**config.mk**
```make
export PLATFORM = sky130hd
export DESIGN_NAME = fb_port_arbiter_flat
export DESIGN_NICKNAME = d
export VERILOG_FILES = /design/src/rtl/fb_pkg.sv /design/src/rtl/fb_port_arbiter_if.sv /design/src/rtl/fb_clear_seq.sv /design/src/rtl/fb_port_arbiter.sv /design/src/flat_wrapper.sv
export SDC_FILE = /design/constraint.sdc
export NUM_CORES = 1
export LEC_CHECK = 0
export ABC_AREA = 1
export ABC_CLOCK_PERIOD_IN_PS = 2260
export CAP_MARGIN = 20
export CORE_UTILIZATION = 39
export DETAILED_ROUTE_END_ITERATION = 6
export GPL_ROUTABILITY_DRIVEN = 1
export HOLD_SLACK_MARGIN = 0.08
export PLACE_DENSITY = 0.88
export SLEW_MARGIN = 20
export SYNTH_ARGS = -nofsm -noshare
export SYNTH_HDL_FRONTEND = slang
export SYNTH_SLANG_ARGS = --single-unit
```
**constraint.sdc**
```tcl
create_clock -name clk -period 2.26 [get_ports clk]
set_clock_uncertainty 0.1 [all_clocks]
set_input_delay 0.226 -clock clk [delete_from_list [all_inputs] [get_ports clk]]
set_output_delay 0.226 -clock clk [all_outputs]
set_load 0.05 [all_outputs]
```
**src/rtl/fb_pkg.sv**
```systemverilog
// Shared types and constants for the 160x120 RGB332 frame buffer port arbiter.
package fb_pkg;
  localparam int FB_W     = 160;
  localparam int FB_H     = 120;
  localparam int FB_DEPTH = FB_W * FB_H;
  localparam int ADDR_W   = 15;
  localparam int COLOR_W  = 8;

  typedef logic [ADDR_W-1:0]  addr_t;
  typedef logic [COLOR_W-1:0] color_t;

  localparam addr_t FB_LAST = addr_t'(FB_DEPTH - 1);

  typedef enum logic {IDLE = 1'b0, CLEAR = 1'b1} clr_state_e;

  // RGB332 field positions
  localparam int RED_HI = 7, RED_LO = 5;
  localparam int GRN_HI = 4, GRN_LO = 2;
  localparam int BLU_HI = 1, BLU_LO = 0;

  function automatic logic in_range(addr_t a);
    return a <= FB_LAST;
  endfunction

  function automatic logic [2:0] red_of(color_t c);
    return c[RED_HI:RED_LO];
  endfunction

  function automatic logic [2:0] green_of(color_t c);
    return c[GRN_HI:GRN_LO];
  endfunction

  function automatic logic [1:0] blue_of(color_t c);
    return c[BLU_HI:BLU_LO];
  endfunction
endpackage

```
**src/rtl/fb_port_arbiter_if.sv**
```systemverilog
// Requester and RAM-side signals of the frame buffer arbiter.
interface fb_port_arbiter_if;
  import fb_pkg::*;

  logic   disp_req;
  addr_t  disp_addr;
  color_t disp_rdata;
  logic   disp_rvalid;
  logic   wr_req;
  addr_t  wr_addr;
  color_t wr_data;
  logic   wr_ack;
  logic   clr_start;
  color_t clr_color;
  logic   clr_busy;
  logic   mem_en;
  logic   mem_we;
  addr_t  mem_addr;
  color_t mem_wdata;
  color_t mem_rdata;

  modport slave (
    input  disp_req, disp_addr, wr_req, wr_addr, wr_data, clr_start, clr_color, mem_rdata,
    output disp_rdata, disp_rvalid, wr_ack, clr_busy, mem_en, mem_we, mem_addr, mem_wdata
  );

  modport master (
    output disp_req, disp_addr, wr_req, wr_addr, wr_data, clr_start, clr_color, mem_rdata,
    input  disp_rdata, disp_rvalid, wr_ack, clr_busy, mem_en, mem_we, mem_addr, mem_wdata
  );
endinterface

```
**src/rtl/fb_clear_seq.sv**
```systemverilog
// Full-frame clear sequencer: address counter, latched fill colour and busy state.
module fb_clear_seq
  import fb_pkg::*;
(
  input  logic   clk,
  input  logic   rst,
  input  logic   start,
  input  logic   step,
  input  color_t color_in,
  output logic   busy,
  output addr_t  addr,
  output color_t color
);
  clr_state_e state_q, state_d;
  logic       last;

  assign last = (addr == FB_LAST);
  assign busy = (state_q == CLEAR);

  always_comb begin
    state_d = state_q;
    case (state_q)
      IDLE:  if (start)        state_d = CLEAR;
      CLEAR: if (step && last) state_d = IDLE;
    endcase
  end

  // Counter parks on the last entry so it can never wrap past the frame.
  always_ff @(posedge clk or posedge rst) begin
    if (rst) begin
      state_q <= IDLE;
      addr    <= '0;
      color   <= '0;
    end else begin
      state_q <= state_d;
      if (state_q == IDLE && start) begin
        addr  <= '0;
        color <= color_in;
      end else if (state_q == CLEAR && step && !last) begin
        addr  <= addr + 1'b1;
      end
    end
  end
endmodule

```
**src/rtl/fb_port_arbiter.sv**
```systemverilog
// Single-port frame buffer arbiter: display reads > clear writes > game writes.
module fb_port_arbiter
  import fb_pkg::*;
(
  input logic clk,
  input logic rst,
  fb_port_arbiter_if.slave bus
);
  logic   clr_busy, clr_step;
  addr_t  clr_addr;
  color_t clr_color_q;
  logic   [1:0] vld_pipe;
  logic   oor_q;

  fb_clear_seq u_clr (
    .clk      (clk),
    .rst      (rst),
    .start    (bus.clr_start),
    .step     (clr_step),
    .color_in (bus.clr_color),
    .busy     (clr_busy),
    .addr     (clr_addr),
    .color    (clr_color_q)
  );

  assign bus.clr_busy    = clr_busy;
  assign bus.disp_rvalid = vld_pipe[1];

  // Grants are gated by rst so the RAM port goes quiet the moment reset hits.
  always_comb begin
    bus.mem_en    = 1'b0;
    bus.mem_we    = 1'b0;
    bus.mem_addr  = '0;
    bus.mem_wdata = '0;
    bus.wr_ack    = 1'b0;
    clr_step      = 1'b0;
    if (!rst) begin
      if (bus.disp_req) begin
        bus.mem_addr = bus.disp_addr;
        bus.mem_en   = in_range(bus.disp_addr);
      end else if (clr_busy) begin
        bus.mem_en    = 1'b1;
        bus.mem_we    = 1'b1;
        bus.mem_addr  = clr_addr;
        bus.mem_wdata = clr_color_q;
        clr_step      = 1'b1;
      end else if (bus.wr_req && !bus.clr_start) begin
        bus.wr_ack    = 1'b1;
        bus.mem_addr  = bus.wr_addr;
        bus.mem_wdata = bus.wr_data;
        bus.mem_en    = in_range(bus.wr_addr);
        bus.mem_we    = in_range(bus.wr_addr);
      end
    end
  end

  // Read return: RAM data lands one cycle after the grant, registered the next.
  always_ff @(posedge clk or posedge rst) begin
    if (rst) begin
      vld_pipe       <= '0;
      oor_q          <= 1'b0;
      bus.disp_rdata <= '0;
    end else begin
      vld_pipe <= {vld_pipe[0], bus.disp_req};
      oor_q    <= bus.disp_req && !in_range(bus.disp_addr);
      if (vld_pipe[0])
        bus.disp_rdata <= oor_q ? '0 : bus.mem_rdata;
    end
  end
endmodule
```
**src/flat_wrapper.sv**
```systemverilog
// flat-port wrapper written by rule: the top's interface ports become plain ports
module fb_port_arbiter_flat import fb_pkg::*;
  (clk, rst, bus_disp_req, bus_disp_addr, bus_wr_req, bus_wr_addr, bus_wr_data, bus_clr_start, bus_clr_color, bus_mem_rdata, bus_disp_rdata, bus_disp_rvalid, bus_wr_ack, bus_clr_busy, bus_mem_en, bus_mem_we, bus_mem_addr, bus_mem_wdata);
  fb_port_arbiter_if bus_i ();
  input logic clk;
  input logic rst;
  input wire logic [$bits(bus_i.disp_req)-1:0] bus_disp_req;
  input wire logic [$bits(bus_i.disp_addr)-1:0] bus_disp_addr;
  input wire logic [$bits(bus_i.wr_req)-1:0] bus_wr_req;
  input wire logic [$bits(bus_i.wr_addr)-1:0] bus_wr_addr;
  input wire logic [$bits(bus_i.wr_data)-1:0] bus_wr_data;
  input wire logic [$bits(bus_i.clr_start)-1:0] bus_clr_start;
  input wire logic [$bits(bus_i.clr_color)-1:0] bus_clr_color;
  input wire logic [$bits(bus_i.mem_rdata)-1:0] bus_mem_rdata;
  output wire logic [$bits(bus_i.disp_rdata)-1:0] bus_disp_rdata;
  output wire logic [$bits(bus_i.disp_rvalid)-1:0] bus_disp_rvalid;
  output wire logic [$bits(bus_i.wr_ack)-1:0] bus_wr_ack;
  output wire logic [$bits(bus_i.clr_busy)-1:0] bus_clr_busy;
  output wire logic [$bits(bus_i.mem_en)-1:0] bus_mem_en;
  output wire logic [$bits(bus_i.mem_we)-1:0] bus_mem_we;
  output wire logic [$bits(bus_i.mem_addr)-1:0] bus_mem_addr;
  output wire logic [$bits(bus_i.mem_wdata)-1:0] bus_mem_wdata;
  assign bus_i.disp_req = bus_disp_req;
  assign bus_i.disp_addr = bus_disp_addr;
  assign bus_i.wr_req = bus_wr_req;
  assign bus_i.wr_addr = bus_wr_addr;
  assign bus_i.wr_data = bus_wr_data;
  assign bus_i.clr_start = bus_clr_start;
  assign bus_i.clr_color = bus_clr_color;
  assign bus_i.mem_rdata = bus_mem_rdata;
  assign bus_disp_rdata = bus_i.disp_rdata;
  assign bus_disp_rvalid = bus_i.disp_rvalid;
  assign bus_wr_ack = bus_i.wr_ack;
  assign bus_clr_busy = bus_i.clr_busy;
  assign bus_mem_en = bus_i.mem_en;
  assign bus_mem_we = bus_i.mem_we;
  assign bus_mem_addr = bus_i.mem_addr;
  assign bus_mem_wdata = bus_i.mem_wdata;
  fb_port_arbiter u_core (.clk(clk), .rst(rst), .bus(bus_i));
endmodule
```
; Word level (Yosys, flattened, before mapping)
; Index checks and enable logic that the tools add are counted.
[totals]
reg_bits = 35
elab_cells = 48
[op_classes]
add_sub_neg = 1
magnitude_cmp = 2
n_eq_ne = 1
n_mux = 27
bitwise_logic = 1
n_reduce_logical = 10
[ops]
columns = cell, count
row1 = $mux W15, 6
row2 = $mux W8, 5
row3 = $le A15 B15 Y1 const B, 2
row4 = $add A15 B1 Y15 const B, 1
row5 = $eq A15 B15 Y1 const B, 1
row6 = $mux W1, 15
row7 = $logic_and A1 B1 Y1, 6
row8 = $logic_not A1 Y1, 3
row9 = $pmux W1 S2, 1
row10 = $reduce_bool A2 Y1, 1
row11 = $not A1 Y1, 1

; Logic depth before layout (Yosys ltp)
; Gate-level depths: netlist of the first run.
[depth]
word_depth = 7
ltp_mapped = 12

; Cells and area by module
; Synthesis of the first run repeated with hierarchy kept, for this count alone.
[hier_totals]
hier_cells = 335
hier_area_um2 = 2279.7
[modules_own_cells]
columns = mod, instances, cells_each, area_each_um2, seq_area_each_um2
row1 = fb_clear_seq, 1, 177, 1325.0, 600.6
row2 = fb_port_arbiter, 1, 158, 954.7, 275.3

; Least setup slack after synthesis of the first run
; No wires, ideal clock.
[synth_path]
path_kind = input to output
start = in rst
end = out bus_mem_addr[10]
t_arrival_ps = 2591
required_time_ps = 1934
path_slack_ps = -657
path_stages = 4
path_cell_list = inv_1 -> clkbuf_1 -> o21ai_0 -> a21oi_1
[synth_between]
elab_chain_cells = 1
[synth_rtl]
columns = element, line
row1 = "start, declared", flat_wrapper.sv:6  ; input logic rst;
row2 = $mux W15, fb_port_arbiter.sv:37  ; if (!rst) begin
row3 = "end, declared", flat_wrapper.sv:21  ; output wire logic [$bits(bus_i.mem_addr)-1:0] bus_mem_addr;
; Every way passes these cells.

; Worst setup path after layout of the first run
[layout_path]
start = in bus_disp_req
end = out bus_mem_addr[2]
[layout_between]
elab_chain_cells = 2
[layout_rtl]
columns = element, line
row1 = "start, declared", flat_wrapper.sv:7  ; input wire logic [$bits(bus_i.disp_req)-1:0] bus_disp_req;
row2 = $mux W15, fb_port_arbiter.sv:38  ; if (bus.disp_req) begin
row3 = $mux W15, fb_port_arbiter.sv:37
; Every way passes these cells.

==> impl_metrics.tcl, run 1 <==
set metrics [dict create \
    pre_cts_ws_ns 0.117 \
    regArea_um2 876 \
    vias_per_cell 5.35 \
    synth-seq-cells 35 \
    powerDensity_mw_per_mm2 525 \
    worstSetupPathType "in2out" \
    cpPeakStageDelay_ns 0.43 \
    report.final.hold_viol_count 0 \
    maxSlewHeadroom 0.647 \
    pwr-share-comb 0.359 \
    intPower_w 0.00122 \
    synthAdderAreaFrac 0.00560 \
    route.detailed.drc 0 \
    grt_pass1_wl_um 11800 \
    hold_class "in2async" \
    clkPwrFrac 0.232 \
    cts_tree "yes" \
    core_mm2 0.00551 \
    synth_compound_area_frac 0.179 \
    setup_tns_ns 0 \
    drt_iter0_drc 166 \
    final_nets 482 \
    clk_latency_ns 0.29 \
    slowest_stage "clkdlybuf4s50_1" \
    cp_max_fo 18 \
    ys_types 28 \
    cts_buffer_depth 2 \
    gp_congestion 0.918 \
    place_hpwl_um 5270 \
    die_width_um 77.7 \
    setup_violations 0 \
    max_freq_ghz 0.454 \
    cp-start-kind "primary input" \
    p_sw_w 0.000698 \
    synth_fp_nets 386 \
    antenna_found_initial 0 \
    die_y_um 77.7 \
    synth_top_family_by_area "simple AND/OR/NAND/NOR gates" \
    worstPathCellList "clkdlybuf4s50_1 > buf_4 > inv_1 > o21ai_0 > a21oi_1 > buf_12" \
    drv_cap 0 \
    avgSynthCellArea_um2 6.85 \
    period_share 0.974 \
    total_power_w 0.00192 \
    rsz0062_at_grt "false" \
    worst_slew_pin_slew_ns 0.529 \
    dr.pass1.iters 4 \
    critPathCaptureType "output pin" \
    grt_overflow_total 0 \
    grt_max_degree 20 \
    grt_pass1_vias 2518 \
    fin_util 0.665 \
    drt-total-wl_um 7140 \
    clock_sinks 35 \
    slew_viol_final 0 \
    p_leak_nw 1.60 \
    peakVddDrop_mv 0.362 \
    n_antenna_cell 0 \
    clockRootBuffer "clkbuf_8" \
    cts.clk_slew.worst_paths_ns 0.07 \
    fill_cells 436 \
    dieArea_mm2 0.00604 \
    wl_per_cell_um 14.4 \
    row_count 27 \
    syn_area_mm2 0.00223 \
    holdWs_ns 0.234 \
    io_buffers 94 \
    worst_slack_ns 0.0586 \
    crit_arrival_ns 1.88 \
    sw_frac_of_total 0.363 \
    multiInputGateArea_mm2 0.00122 \
    required_ns 1.93 \
    p_seq_frac 0.409 \
    synth_xor_area_frac 0.0235 \
    synth_warnings 0 \
    status "completed" \
    drive_gt1_frac 0.156 \
    yosys.area_share.simple 0.317 \
    htree_levels 2 \
    yosysSeqAreaShare 0.392 \
    synth_cells 326 \
    io_pins 95 \
    vias 2650 \
    postRouteAntennaNets 0 \
    synthMuxAreaShare 0 \
    initial_utilization 0.406 \
    cts_buffers 5 \
    post-route-min-period_ns 2.20 \
    grt_usage 0.247 \
    syn2layout_area_growth_pct 63.8 \
]
[metrics by stage]
| stage | instances | area [µm²] |
|---|---|---|
| after CTS | 495 | 3660 |
| after global routing | 495 | 3660 |
| after floorplan | 326 | 2280 |
| after global placement | 487 | 3570 |
| final | 495 | 3660 |
| after detailed placement | 487 | 3570 |
[worst paths after layout]
check                                                   from                                 to  slack, ns  cells past startpoint
max in group asynchronous                                rst  u_core.u_clr.color[5]$_DFFE_PP0P_       1.19                      3
min                                                      rst       u_core.vld_pipe[0]$_DFF_PP0_       0.23                      2
min in group clk                            bus_clr_color[6]  u_core.u_clr.color[6]$_DFFE_PP0P_       0.37                      3
max reg2reg                 u_core.u_clr.addr[0]$_DFFE_PP0P_   u_core.u_clr.addr[2]$_DFFE_PP0P_       0.29                     11
min reg2reg                u_core.u_clr.color[1]$_DFFE_PP0P_  u_core.u_clr.color[1]$_DFFE_PP0P_       0.38                      2
max                                             bus_disp_req                    bus_mem_addr[2]       0.06                      6
[power by group through the flow]
stage          clock [W]  combinational, W  sequential, W
2_1_floorplan          0          0.000321       0.000818
3_3_place_gp           0          0.000670       0.000786
3_5_place_dp           0          0.000682       0.000789
4_1_cts         0.000450          0.000690       0.000780
5_1_grt         0.000482          0.000740       0.000794
6_report        0.000446          0.000691       0.000785
[layout by cell type (no fill, tap or decap), drive strengths merged]
master         Yosys  layout
a21oi             32      32
a22o               8       8
a22oi              1       1
buf                7      35
clkbuf             7       6
clkdlybuf4s50      0      68
clkinv             2       3
clkinvlp           0       1
dfrtp             35      35
ha                 1       1
inv               29      29
nand2            106     106
nand3             17      17
nand4             13      13
nor2              29      29
nor3               1       1
o211ai             1       1
o21ai             28      28
o21bai             1       1
o22ai              1       1
or2                1       1
xor2               6       6
[flip-flops by register name, summed over array words and instances (netlist names)]
register               cells
u_core.bus.disp_rdata      8
u_core.oor_q               1
u_core.u_clr.addr         15
u_core.u_clr.busy          1
u_core.u_clr.color         8
u_core.vld_pipe            2
[routing by layer]
layer / up-vias / global-route usage / share of wire
li1: 1263 / - / -
met1: 1213 / 0.310 / 0.40
met2: 146 / 0.405 / 0.48
met3: 28 / 0.0576 / 0.080
met4: 0 / 0.102 / 0.032
met5: - / 0 / 0
[cell type report]
cell class | instances | share of cell area
timing repair buffer | 103 | 0.347
multi-input combinational | 246 | 0.334
sequential | 35 | 0.239
inverter | 31 | 0.0321
tap | 72 | 0.0246
clock buffer | 6 | 0.0198
clock inverter | 2 | 0.00342
[critical path: cells and delay by family]
family                 cells  cell delay [ns]
AO/OA/AOI/OAI              2             0.48
buffers and inverters      4             1.16
[logic make-up after synthesis]
group | Yosys count
xor+xnor | 6
buf+inv | 45
compound gates | 72
simple gates | 167
fa+ha+maj | 1
flops | 35
[cell usage after synthesis, drive strengths merged]
cell type	n	area, µm²
o211ai	1	7.51
o22ai	1	6.26
xor2	6	52.6
clkinv	2	8.75
nor2	29	114
buf	7	40.0
a22o	8	70.1
o21bai	1	7.51
ha	1	12.5
nand2	106	413
or2	1	6.26
clkbuf	7	27.5
nand3	17	85.1
a21oi	32	160
dfrtp	35	876
inv	29	109
a22oi	1	7.51
o21ai	28	140
nand4	13	81.3
nor3	1	10.0
[repair_timing]
item / in CTS / in global routing
setup endpoints to repair: 0 / 2
hold buffers: 0 / 0
buffers inserted: 0 / 0
hold endpoints to repair: 0 / 0
resized for setup: 0 / 1
(Power assumes the default switching activity.)
==> run 2, diff against run 1 <==
--- a/config.mk
+++ b/config.mk
@@ -9,6 +9,7 @@
 export ABC_CLOCK_PERIOD_IN_PS = 2260
 export CAP_MARGIN = 20
 export CORE_UTILIZATION = 39
+export CTS_CLUSTER_DIAMETER = 120
 export DETAILED_ROUTE_END_ITERATION = 6
 export GPL_ROUTABILITY_DRIVEN = 1
 export HOLD_SLACK_MARGIN = 0.08
==> constraint.sdc (replaced) <==
create_clock -name clk -period 2.26 [get_ports clk]
set_clock_uncertainty 0.1 [all_clocks]
set_input_delay 0.678 -clock clk [delete_from_list [all_inputs] [get_ports clk]]
set_output_delay 0.678 -clock clk [all_outputs]
set_load 0.05 [all_outputs]
==> impl_metrics.tcl, run 2 (synthesis gave the netlist of run 1 again) <==
set metrics [dict create \
    dr.pass1.iters 7 \
    die_y_um 77.7 \
    setup_violations 26 \
    crit_arrival_ns 1.66 \
    io_pins 95 \
    clock_sinks 35 \
    hold_class "in2async" \
    worstRegToRegCells 11 \
    vias 3045 \
    worstSetupPathType "in2out" \
    drt_iter0_drc 361 \
    cts_hold_buf 0 \
    worst_slew_pin_slew_ns 0.524 \
    regMostFlops "u_core.u_clr.addr" \
    worst_slack_ns -0.181 \
    grt_pass1_vias 2972 \
    final_nets 521 \
    max_freq_ghz 0.410 \
    largest_reg_flops 15 \
    cts_buffers 5 \
    grt_use_met3 0.0459 \
    dp.cells 505 \
    drive_gt1_frac 0.400 \
    grt_overflow_total 0 \
    grt_usage 0.326 \
    vias_per_cell 5.69 \
    critPathCaptureType "output pin" \
    antenna_found_initial 0 \
    core_mm2 0.00551 \
    cts.clk_slew.worst_paths_ns 0.08 \
    clockRootBuffer "clkbuf_8" \
    rsz0062_at_grt "true" \
    period_share 1.08 \
    gp_congestion 0.898 \
    r2r_start "u_core.u_clr.addr[0]$_DFFE_PP0P_" \
    status "complete, but fails checks" \
    place_hpwl_um 6160 \
    slew_viol_final 0 \
    dieArea_mm2 0.00604 \
    post-route-min-period_ns 2.44 \
    cts_buffer_depth 2 \
    report.final.hold_viol_count 0 \
    clk_latency_ns 0.30 \
    die_width_um 77.7 \
    final_common_cell "nand2_1" \
    drv_cap 0 \
    postRouteAntennaNets 0 \
    peakVddDrop_mv 0.301 \
    initial_utilization 0.406 \
    cts_tree "yes" \
    route.detailed.drc 0 \
    p_leak_nw 2.05 \
    violations "negative setup slack" \
    drt-total-wl_um 9780 \
    startpoint "bus_clr_start" \
    place_area_mm2 0.00378 \
    wl_per_cell_um 18.3 \
    top_usage_layer "met2" \
    grtUsageMet2 0.586 \
    largest_registers "u_core.u_clr.addr (15), u_core.bus.disp_rdata (8), u_core.u_clr.color (8)" \
    syn2layout_area_growth_pct 96.8 \
    cp_max_fo 5 \
    cp-start-kind "primary input" \
    gr-usage-met1 0.382 \
    io_buffers 94 \
    stdcell_area_mm2 0.00440 \
    htree_levels 2 \
    powerDensity_mw_per_mm2 497 \
    grt_max_degree 25 \
    row_count 27 \
    required_ns 1.48 \
    layout_common_cells "nand2_1 (87), clkdlybuf4s50_1 (42), buf_4 (40)" \
    final_cells 535 \
    maxSlewHeadroom 0.651 \
    grt_pass1_wl_um 14900 \
]
[run 2: cell types whose count changed in the layout (fill, tap and decap cells not counted), moves of 6 or more]
cell	before	now
buf_6	0	18
buf_4	9	40
a21oi_1	21	0
buf_12	26	19
nand2_4	1	13
nand2_1	102	87
a22o_1	8	0
o21ai_2	0	6
a22o_4	0	8
o21ai_0	27	13
a21oi_4	0	18
buf_2	0	8
o21ai_1	1	9
clkdlybuf4s50_1	68	42
[run 2: path summary, 6_finish.rpt]
kind	to	slack, ns
setup / recovery	bus_mem_addr[14]	-0.18
min in group clk	u_core.u_clr.color[2]$_DFFE_PP0P_	0.41
max in group asynchronous	u_core.u_clr.busy$_DFF_PP0_	1.26
hold / removal	u_core.oor_q$_DFF_PP0_	0.30
hold reg to reg	u_core.u_clr.color[2]$_DFFE_PP0P_	0.41
setup reg to reg	u_core.u_clr.addr[9]$_DFFE_PP0P_	0.27
[run 2: critical path, cell delays in order]
cell and delay, ns:
buf_6 0.10, inv_4 0.05, nand2_4 0.05, nor2_4 0.19, buf_12 0.16, a22oi_2 0.06
o21ai_2 0.17, buf_6 0.20
[run 2: final cells by class]
class / count / area (µm²)
antenna: 1 / 2.50
clock buffer: 5 / 68.8
clock inverter: 3 / 43.8
fill: 320 / 1110
inverter: 31 / 126
multi-input combinational: 246 / 1650
sequential: 35 / 877
tap: 72 / 90.1
timing repair buffer: 142 / 1530
[run 2: routing by layer]
layer | routed length (µm) | up-vias | part of all wire
li1 | - | 1346 | -
met1 | 3600 | 1481 | 0.37
met2 | 5010 | 180 | 0.51
met3 | 682 | 38 | 0.070
met4 | 495 | 0 | 0.051
met5 | 0 | - | 0
[run 2: timing repair]
| action | in CTS | in global routing |
|---|---|---|
| endpoints found under the setup margin | 26 | 29 |
| buffers inserted | 16 | 5 |
| gates resized for setup | 135 | 26 |
| pin swaps | 22 | 9 |
| gates cloned | 2 | 0 |
[run 2: through the flow]
stage	setup WS (ns)	power (W)	TNS, ns	utilization	hold WS [ns]
6_report	-0.181	0.00219	-3.61	0.798	0.299
2_1_floorplan	-0.476	0.00119	-4.93	-	0.361
4_1_cts	-0.189	0.00213	-3.65	0.776	0.293
3_3_place_gp	-0.528	0.00147	-15.90	0.687	0.374
3_5_place_dp	-0.643	0.00150	-18.27	0.687	0.382
5_1_grt	-0.247	0.00227	-4.44	0.798	0.302
[run 2: power breakdown]
| part | leakage [nW] | internal (W) | total [W] | switching, W |
|---|---|---|---|---|
| logic | 1.55 | 0.000345 | 0.000798 | 0.000453 |
| clock network | 0.0581 | 0.000329 | 0.000597 | 0.000268 |
| registers | 0.450 | 0.000693 | 0.000792 | 0.0000995 |
==> run 3, diff against run 2 <==
--- a/config.mk
+++ b/config.mk
@@ -13,8 +13,9 @@
 export DETAILED_ROUTE_END_ITERATION = 6
 export GPL_ROUTABILITY_DRIVEN = 1
 export HOLD_SLACK_MARGIN = 0.08
-export PLACE_DENSITY = 0.88
+export PLACE_DENSITY_LB_ADDON = 0.2
 export SLEW_MARGIN = 20
 export SYNTH_ARGS = -nofsm -noshare
 export SYNTH_HDL_FRONTEND = slang
+export SYNTH_HIERARCHICAL = 1
 export SYNTH_SLANG_ARGS = --single-unit
==> impl_metrics.tcl, run 3 <==
set metrics [dict create \
    status "complete, but fails checks" \
    violations "negative setup slack" \
    cts_hold_buf 0 \
    cts.clk_slew.worst_paths_ns 0.07 \
    cp-start-kind "primary input" \
    fin_util 0.790 \
    worstRegToRegCells 9 \
    rsz0062_at_grt "true" \
    n_antenna_cell 0 \
    yosys.area_share.simple 0.453 \
    syn_area_mm2 0.00228 \
    fill_cells 326 \
    grt_pass1_vias 2620 \
    r2r_start "u_core/u_clr/addr[0]$_DFFE_PP0P_" \
    regMostFlops "u_core/u_clr/addr" \
    synth-seq-cells 35 \
    drt_iter0_drc 142 \
    die_width_um 78.5 \
    syn2layout_area_growth_pct 93.1 \
    grt_max_degree 25 \
    post-synth-top-area-cell "dfrtp_1" \
    crit_path_end "bus_mem_addr[10]" \
    worst_slew_pin_slew_ns 0.501 \
    clock_sinks 35 \
    sw_frac_of_total 0.375 \
    yosysSeqAreaShare 0.384 \
    grt_usage 0.265 \
    clk_latency_ns 0.29 \
    dieArea_mm2 0.00616 \
    synth_top_area_frac 0.384 \
    clkPwrFrac 0.225 \
    synth_warnings 6 \
    drt-total-wl_um 9010 \
    drv_cap 0 \
    setup_violations 25 \
    io_pins 95 \
    cp_max_fo 3 \
    rr_endpoint "u_core/u_clr/addr[12]$_DFFE_PP0P_" \
    p_seq_frac 0.378 \
    initial_utilization 0.409 \
    wl_per_cell_um 17.0 \
    report.final.hold_viol_count 0 \
    cts_buffers 5 \
    synth_commonest_cells "nand2_1 (140), nand3_1 (49), dfrtp_1 (35)" \
    ys.flop_type "dfrtp_1" \
    place_hpwl_um 5610 \
    slew_viol_final 0 \
    synth_xor_area_frac 0.0154 \
    powerDensity_mw_per_mm2 474 \
    max_freq_ghz 0.407 \
    regArea_um2 876 \
    synth_edf_count 0 \
    synthTopCellsByArea "dfrtp_1 (38%), nand2_1 (23%), nand3_1 (11%)" \
    antenna_found_initial 0 \
    synth_compound_area_frac 0.0406 \
    startpoint "bus_clr_start" \
    largest_reg_flops 15 \
    layout_common_cells "nand2_1 (100), clkdlybuf4s50_1 (47), dfrtp_1 (35)" \
    period_share 1.09 \
    avgSynthCellArea_um2 6.81 \
    worst_slack_ns -0.197 \
    postRouteAntennaNets 0 \
    post-route-min-period_ns 2.46 \
    clockRootBuffer "clkbuf_8" \
    holdWs_ns 0.377 \
    htree_levels 2 \
    io_buffers 94 \
    gp_congestion 0.841 \
    reg2reg_slack_ns 0.47 \
    drive_gt1_frac 0.364 \
    final_common_cell "nand2_1" \
    intPower_w 0.00130 \
    cts_tree "yes" \
    ys_types 24 \
    peakVddDrop_mv 0.350 \
    largest_registers "u_core/u_clr/addr (15), u_core/bus.disp_rdata (8), u_core/u_clr/color (8)" \
    final_nets 518 \
    crit_arrival_ns 1.68 \
    setup_tns_ns -3.59 \
    row_count 27 \
    grt_pass1_wl_um 12600 \
    dr.pass1.iters 5 \
    synthAdderAreaFrac 0.00549 \
    multiInputGateArea_mm2 0.00164 \
    vias_per_cell 5.26 \
    p_leak_nw 2.24 \
    async_reset_ff_frac 1.00 \
    yosysMostFrequentCell "nand2_1" \
    synth_top_family_by_area "simple AND/OR/NAND/NOR gates" \
    dp.cells 512 \
    die_y_um 78.5 \
    vias 2792 \
    final_cells 531 \
    worstSetupPathType "in2out" \
    p_sw_w 0.000781 \
    pre_cts_ws_ns -0.570 \
    hold_class "reg2reg" \
    cts_buffer_depth 2 \
    route.detailed.drc 0 \
    critPathCaptureType "output pin" \
    pwr-share-comb 0.397 \
    grt_overflow_total 0 \
    synth_fp_nets 395 \
    core_mm2 0.00557 \
    synthMuxAreaShare 0 \
    synth_cells 335 \
    required_ns 1.48 \
    maxSlewHeadroom 0.665 \
]
==> run 3: cell types whose count changed in the layout (fill, tap and decap cells not counted), moves of 14 or more <==
cell	change
a21oi_2	-14
buf_12	+15
a21oi_4	-17
buf_4	-15
nand3_1	+17
nand2_4	+16
==> run 3: critical path, stage by stage <==
cell	delay, ns
buf_8	0.10
nor3_4	0.17
nand2_2	0.11
buf_4	0.15
o211ai_1	0.29
buf_12	0.18
==> run 3: worst min-delay path by stage <==
stage,slack (ns),cells after the start,startpoint,endpoint
after floorplan,0.34,2,u_core/u_clr/color[0]$_DFFE_PP0P_,u_core/u_clr/color[0]$_DFFE_PP0P_
after global routing,0.41,3,rst,u_core/u_clr/color[3]$_DFFE_PP0P_
after detailed placement,0.36,2,u_core/u_clr/color[1]$_DFFE_PP0P_,u_core/u_clr/color[1]$_DFFE_PP0P_
after CTS,0.38,2,u_core/u_clr/color[1]$_DFFE_PP0P_,u_core/u_clr/color[1]$_DFFE_PP0P_
final,0.38,2,u_core/u_clr/color[4]$_DFFE_PP0P_,u_core/u_clr/color[4]$_DFFE_PP0P_
after global placement,0.35,2,u_core/u_clr/color[7]$_DFFE_PP0P_,u_core/u_clr/color[7]$_DFFE_PP0P_
==> run 3: final cells by class <==
| cell class | count | share of cell area |
|---|---|---|
| inverters | 34 | 0.0313 |
| flip-flops and latches | 35 | 0.199 |
| clock inverters | 2 | 0.00284 |
| well taps | 72 | 0.0205 |
| repair buffers | 129 | 0.358 |
| multi-input cells | 253 | 0.372 |
| clock buffers | 6 | 0.0165 |
==> run 3: power groups by stage <==
| stage | clock network, W | registers, W | logic, W |
|---|---|---|---|
| after global routing | 0.000503 | 0.000800 | 0.000873 |
| after detailed placement | 0 | 0.000790 | 0.000753 |
| after global placement | 0 | 0.000786 | 0.000738 |
| final | 0.000470 | 0.000788 | 0.000829 |
| after floorplan | 0 | 0.000830 | 0.000335 |
| after CTS | 0.000464 | 0.000777 | 0.000786 |
==> run 3: metal layers <==
layer | part of all wire | wire length (µm) | global-route usage | up-vias
li1 | - | - | - | 1311
met1 | 0.39 | 3520 | 0.318 | 1330
met2 | 0.52 | 4730 | 0.461 | 134
met3 | 0.063 | 572 | 0.0605 | 17
met4 | 0.021 | 188 | 0.0963 | 0
met5 | 0 | 0 | 0 | -
==> run 3: timing repair <==
| action | in CTS | in global routing |
|---|---|---|
| pin swaps | 17 | 20 |
| endpoints found under the setup margin | 26 | 27 |
| setup buffers | 9 | 1 |
| gates resized for setup | 107 | 66 |
| cloned | 1 | 2 |
| endpoints found under the hold margin | 0 | 0 |
==> run 3: cell families (layout without fill, tap and decap cells) <==
| logic type | Yosys count | in the layout |
|---|---|---|
| and+or+nand+nor | 232 | 232 |
| AOI/OAI and AO/OA | 16 | 16 |
| DFF | 35 | 35 |
| buffers and inverters | 47 | 171 |
| adders and majority gates | 1 | 1 |
| xor gates and xnor gates | 4 | 4 |
==> run 3: through the flow <==
stage,power [W],cell area [µm²]
after detailed placement,0.00154,3830
after global placement,0.00152,3830
after CTS,0.00203,4230
final,0.00209,4400
after global routing,0.00218,4400
after floorplan,0.00117,2410
